File: config.mk
export PLATFORM = sky130hd
export DESIGN_NAME = axi4lite_mst
export DESIGN_NICKNAME = d
export VERILOG_FILES = /design/src/rtl/axi4lite_pkg.sv /design/src/rtl/axi4lite_mst.sv
export SDC_FILE = /design/constraint.sdc
export NUM_CORES = 1
export LEC_CHECK = 0
export ABC_AREA = 1
export BUFFER_PORTS_ARGS = -buffer_cell sky130_fd_sc_hd__buf_4
export CAP_MARGIN = 5
export CORE_ASPECT_RATIO = 1.4
export CORE_MARGIN = 2
export CORE_UTILIZATION = 35
export CTS_BUF_LIST = sky130_fd_sc_hd__clkbuf_16
export CTS_CLUSTER_DIAMETER = 30
export CTS_CLUSTER_SIZE = 8
export DETAILED_ROUTE_END_ITERATION = 10
export PLACE_DENSITY_LB_ADDON = 0.15
export SLEW_MARGIN = 20
export SYNTH_ARGS = -nofsm -noshare
export SYNTH_HDL_FRONTEND = slang
export SYNTH_SLANG_ARGS = --single-unit
File: constraint.sdc
create_clock -name clk -period 7.4 [get_ports clk]
set_input_delay 1.85 -clock clk [delete_from_list [all_inputs] [get_ports clk]]
set_output_delay 1.85 -clock clk [all_outputs]
set_load 0.005 [all_outputs]
File: src/rtl/axi4lite_pkg.sv
// Shared AXI4-Lite definitions: response codes, protection default and the
// command-to-transaction master state encoding.
package axi4lite_pkg;

    localparam logic [1:0] RESP_OKAY   = 2'b00;
    localparam logic [1:0] RESP_EXOKAY = 2'b01;
    localparam logic [1:0] RESP_SLVERR = 2'b10;
    localparam logic [1:0] RESP_DECERR = 2'b11;

    localparam logic [2:0] AXPROT_DEFAULT = 3'b000;

    typedef enum logic [2:0] {
        IDLE  = 3'd0,
        WADDR = 3'd1,
        WRESP = 3'd2,
        RADDR = 3'd3,
        RDATA = 3'd4
    } mst_state_t;

endpackage

File: src/rtl/axi4lite_mst.sv
// Single-outstanding AXI4-Lite master: converts one register command at a time
// into an AXI4-Lite write or read and reports the raw response.
module axi4lite_mst
    import axi4lite_pkg::*;
#(
    parameter int CFG_DWIDTH = 32,
    parameter int CFG_AWIDTH = 5,
    parameter int AXI_AWIDTH = CFG_AWIDTH + $clog2(CFG_DWIDTH / 8)
) (
    input  logic                    clk,
    input  logic                    rst,
    input  logic                    cmd_valid,
    output logic                    cmd_ready,
    input  logic                    cmd_wr,
    input  logic [CFG_AWIDTH-1:0]   cmd_addr,
    input  logic [CFG_DWIDTH-1:0]   cmd_data,
    output logic                    rsp_valid,
    output logic [CFG_DWIDTH-1:0]   rsp_data,
    output logic [1:0]              rsp_resp,
    output logic [AXI_AWIDTH-1:0]   axi_awaddr,
    output logic [2:0]              axi_awprot,
    output logic                    axi_awvalid,
    input  logic                    axi_awready,
    output logic [CFG_DWIDTH-1:0]   axi_wdata,
    output logic [CFG_DWIDTH/8-1:0] axi_wstrb,
    output logic                    axi_wvalid,
    input  logic                    axi_wready,
    input  logic [1:0]              axi_bresp,
    input  logic                    axi_bvalid,
    output logic                    axi_bready,
    output logic [AXI_AWIDTH-1:0]   axi_araddr,
    output logic [2:0]              axi_arprot,
    output logic                    axi_arvalid,
    input  logic                    axi_arready,
    input  logic [CFG_DWIDTH-1:0]   axi_rdata,
    input  logic [1:0]              axi_rresp,
    input  logic                    axi_rvalid,
    output logic                    axi_rready
);

    localparam int BSH    = $clog2(CFG_DWIDTH / 8);
    localparam int STRB_W = CFG_DWIDTH / 8;

    mst_state_t state_r;
    logic       aw_done_r;
    logic       w_done_r;
    logic       aw_done_s;
    logic       w_done_s;

    // Handshake completion including the one happening on the coming edge.
    always_comb begin
        aw_done_s = aw_done_r | (axi_awvalid & axi_awready);
        w_done_s  = w_done_r  | (axi_wvalid  & axi_wready);
    end

    // Transaction FSM with all interface outputs registered.
    always_ff @(posedge clk or posedge rst) begin
        if (rst) begin
            state_r     <= IDLE;
            aw_done_r   <= 1'b0;
            w_done_r    <= 1'b0;
            cmd_ready   <= 1'b1;
            rsp_valid   <= 1'b0;
            rsp_data    <= {CFG_DWIDTH{1'b0}};
            rsp_resp    <= 2'b00;
            axi_awaddr  <= {AXI_AWIDTH{1'b0}};
            axi_awprot  <= 3'b000;
            axi_awvalid <= 1'b0;
            axi_wdata   <= {CFG_DWIDTH{1'b0}};
            axi_wstrb   <= {STRB_W{1'b0}};
            axi_wvalid  <= 1'b0;
            axi_bready  <= 1'b0;
            axi_araddr  <= {AXI_AWIDTH{1'b0}};
            axi_arprot  <= 3'b000;
            axi_arvalid <= 1'b0;
            axi_rready  <= 1'b0;
        end else begin
            rsp_valid <= 1'b0;
            case (state_r)
                IDLE: begin
                    if (cmd_valid && cmd_ready) begin
                        cmd_ready <= 1'b0;
                        if (cmd_wr) begin
                            axi_awaddr  <= {cmd_addr, {BSH{1'b0}}};
                            axi_awprot  <= AXPROT_DEFAULT;
                            axi_wdata   <= cmd_data;
                            axi_wstrb   <= {STRB_W{1'b1}};
                            axi_awvalid <= 1'b1;
                            axi_wvalid  <= 1'b1;
                            aw_done_r   <= 1'b0;
                            w_done_r    <= 1'b0;
                            state_r     <= WADDR;
                        end else begin
                            axi_araddr  <= {cmd_addr, {BSH{1'b0}}};
                            axi_arprot  <= AXPROT_DEFAULT;
                            axi_arvalid <= 1'b1;
                            state_r     <= RADDR;
                        end
                    end
                end
                WADDR: begin
                    // Address and data channels complete independently, in any order.
                    if (axi_awvalid && axi_awready) begin
                        axi_awvalid <= 1'b0;
                    end
                    if (axi_wvalid && axi_wready) begin
                        axi_wvalid <= 1'b0;
                    end
                    aw_done_r <= aw_done_s;
                    w_done_r  <= w_done_s;
                    if (aw_done_s && w_done_s) begin
                        axi_bready <= 1'b1;
                        state_r    <= WRESP;
                    end
                end
                WRESP: begin
                    if (axi_bvalid) begin
                        axi_bready <= 1'b0;
                        rsp_resp   <= axi_bresp;
                        rsp_data   <= {CFG_DWIDTH{1'b0}};
                        rsp_valid  <= 1'b1;
                        cmd_ready  <= 1'b1;
                        state_r    <= IDLE;
                    end
                end
                RADDR: begin
                    if (axi_arready) begin
                        axi_arvalid <= 1'b0;
                        axi_rready  <= 1'b1;
                        state_r     <= RDATA;
                    end
                end
                RDATA: begin
                    if (axi_rvalid) begin
                        axi_rready <= 1'b0;
                        rsp_data   <= axi_rdata;
                        rsp_resp   <= axi_rresp;
                        rsp_valid  <= 1'b1;
                        cmd_ready  <= 1'b1;
                        state_r    <= IDLE;
                    end
                end
                default: begin
                    axi_awvalid <= 1'b0;
                    axi_wvalid  <= 1'b0;
                    axi_bready  <= 1'b0;
                    axi_arvalid <= 1'b0;
                    axi_rready  <= 1'b0;
                    cmd_ready   <= 1'b1;
                    state_r     <= IDLE;
                end
            endcase
        end
    end

endmodule

==> impl_metrics.ini <==
[final_layout]
fin_nets = 683
fin_util_pct = 50.0
antenna_cells = 0
drive_gt1_share_pct = 33.5
area_growth_syn_to_layout_pct = 39.6
fin_cells = 747

[timing]
slew_viol_final = 0
hold_viol_final = 0
period_share_pct = 40.8
max_slew_margin_pct = 50.9
clock_skew_ns = 0.00500
finalSetupViolCount = 0
setup_tns_ns = 0
rsz0062_at_grt = no
tightest_slew_ns = 0.734
clock.fmax_mhz = 331
timing.final.ws_setup_ns = 4.38
period_needed_ns = 3.02

[cts]
clock-root-buffer = clkbuf_16
cts.path.max_buffers = 2
hold_buffers = 0
post_cts_resized = 0
insertion_delay_ns = 0.33
h-tree-depth = 3
cts_setup_buffers = 0
cts_tree = yes
clkSlewWorstSetupHoldPaths_ns = 0.06
cts_inserted_buffers = 9
clock_sinks = 89

[critical_path]
crit_path_frequent_cell = nand2_1
worstPathCellList = buf_4, nand2_1, nor2_4, inv_4, nand2_1, o21ai_2
r2r-start = state_r[0]
r2r_cells = 7
crit_buf_inv = 2
startpoint_type = primary input
endpoint_kind = register
path_class = in2reg
arrival_ns = 3.23
r2r_slack_ns = 5.24
slowest_stage = nor2_4
cp_data_required_time_ns = 7.61
worstSetupStartpoint = cmd_valid
cpLargestDelayFamily = simple AND/OR/NAND/NOR gates
crit_cells = 6
cp_max_fo = 46
slowest_delay_ns = 0.61
critical_path.endpoint = axi_awaddr[2]
r2r_end = rsp_data[24]

[drt]
top_layer = met4
drt_pass1_iterations = 4
wl_met2_um = 4700
drt_iter0_drc = 158
route.met3.wl_um = 827
ant_nets = 0
routedWlPerCell_um = 13.1
via_per_inst = 4.59
drc = 0
routed-via-count = 3425
routed_wl_um = 9810
wl_met1_um = 4150

[yosys]
syn_area_um2 = 3890
syn_inst = 445
yosysTopAreaCell = dfrtp_1
seq_area_frac_synth_pct = 57.2
ys_ff_latch = 89
synth_top_area_share_pct = 56.6
ys_types = 26
avgSynthCellArea_um2 = 8.75
synth.area.top_cells = dfrtp_1, nand2_1, nand3_1, buf_4, buf_6
yosysWarnings = 0

[run]
drv_cap = 0

[power]
p_leak_nw = 3.15
irDropWorstVdd_mv = 0.153
power.density_nw_per_um2 = 350
p_total_mw = 1.90

[global_routing]
antenna_found_initial = 0
grt_util_all_layers_pct = 16.5
grt_first_pass_wirelength_um = 15800
grt_max_degree = 53
grt_overflow = 0
grt_pass1_vias = 3334

[floorplanning]
dieArea_um2 = 12000
design.core.area_um2 = 10900
die_h_um = 129
rows = 45
die_x_um = 93.1
io_pins = 179
start_util_pct = 35.8

[placed_design]
pre_cts_ws_ns = 3.96
hpwl_um = 6970
place_inst = 731
port_buffers = 168
globalplace.congestion = 0.806

[status]
status = complete, no violations

[worst_hold_path]
hp-class = reg2reg
## how the worst min path moves through the flow
stage                        from             to  depth (start not counted)
floorplan               cmd_ready      cmd_ready                          2
global placement    axi_wdata[11]  axi_wdata[11]                          2
detailed placement   axi_wdata[5]   axi_wdata[5]                          2
CTS                     cmd_ready      cmd_ready                          2
global route        axi_wdata[14]  axi_wdata[14]                          2
finish              axi_wdata[21]  axi_wdata[21]                          2
## worst register-to-register path, delay by kind of cell, from the launching register on
kind / cells / cell delay, ns
simple gates: 6 / 1.35
buf+inv: 1 / 0.30
flops: 1 / 0.46
## Yosys cell counts
master / instances
o21ai_2: 5
conb_1: 1
dfrtp_1: 88
nand3_1: 73
dfstp_2: 1
nand2_4: 3
nor3_2: 1
nand2_1: 188
buf_4: 16
o21bai_1: 1
nand4_1: 3
or2_2: 1
clkbuf_1: 4
nand2_2: 1
nor2_1: 11
inv_2: 1
o21ai_1: 3
nor2_2: 1
buf_6: 8
nor2_4: 2
inv_4: 2
inv_1: 19
buf_2: 5
a21oi_1: 3
nand3_2: 1
o21ai_0: 3
## per-layer routing
| layer | global-route usage [%] | up-vias |
|---|---|---|
| li1 | - | 1694 |
| met1 | 20.7 | 1583 |
| met2 | 27.6 | 139 |
| met3 | 4.86 | 9 |
| met4 | 5.28 | 0 |
| met5 | 0 | - |
## logic make-up after synthesis
family	Yosys count	synth area share [%]
AND/OR/NAND/NOR	285	31.5
buffers and inverters	55	8.68
other	1	0.0963
AO/OA/AOI/OAI	15	2.47
flip-flops	89	57.2
## power by group
part           internal, mW  switching (mW)  leakage [nW]
Combinational         0.335           0.327          1.83
Sequential            0.655           0.108          1.16
Clock                 0.293           0.184         0.158
Total                  1.28           0.619          3.15
## through the flow
step,cell area (um2),hold WS (ns)
after floorplan,3930,0.459
after global placement,5120,0.456
after detailed placement,5120,0.464
after CTS,5430,0.476
after global routing,5430,0.495
final,5430,0.474
## cell usage in the layout, fill, tap and decap left out
master and count:
nand2_1 188, buf_4 169, dfrtp_1 88, nand3_1 73, inv_1 19, nor2_1 11
conb_1 10, clkbuf_16 9, o21ai_2 5, nand2_4 3, o21ai_0 3, o21ai_1 3
nand4_1 3, clkinv_2 3, a21oi_1 3, nor2_4 2, inv_4 2, bufinv_16 2
inv_2 1, nand3_2 1, nor3_2 1, nand2_2 1, nor2_2 1, o21bai_1 1
or2_2 1, clkinv_1 1, clkinv_4 1, dfstp_2 1
## sequential cells by signal (all words and copies together) (netlist names)
register / cells
rsp_resp: 2
axi_araddr: 5
axi_rready: 1
axi_wvalid: 1
axi_awaddr: 5
axi_wstrb: 1
axi_awvalid: 1
aw_done_r: 1
state_r: 3
axi_bready: 1
w_done_r: 1
axi_wdata: 32
cmd_ready: 1
axi_arvalid: 1
rsp_data: 32
rsp_valid: 1
## layout make-up
| class | instances | area [um2] |
|---|---|---|
| clock inverter | 7 | 86.3 |
| multi-input combinational | 310 | 1360 |
| timing repair buffer | 169 | 1270 |
| clock buffer | 9 | 225 |
| sequential | 89 | 2230 |
| fill | 1061 | 5430 |
| inverter | 22 | 88.8 |
| tap | 141 | 176 |
No activity file was read; power rests on OpenSTA's default activity.
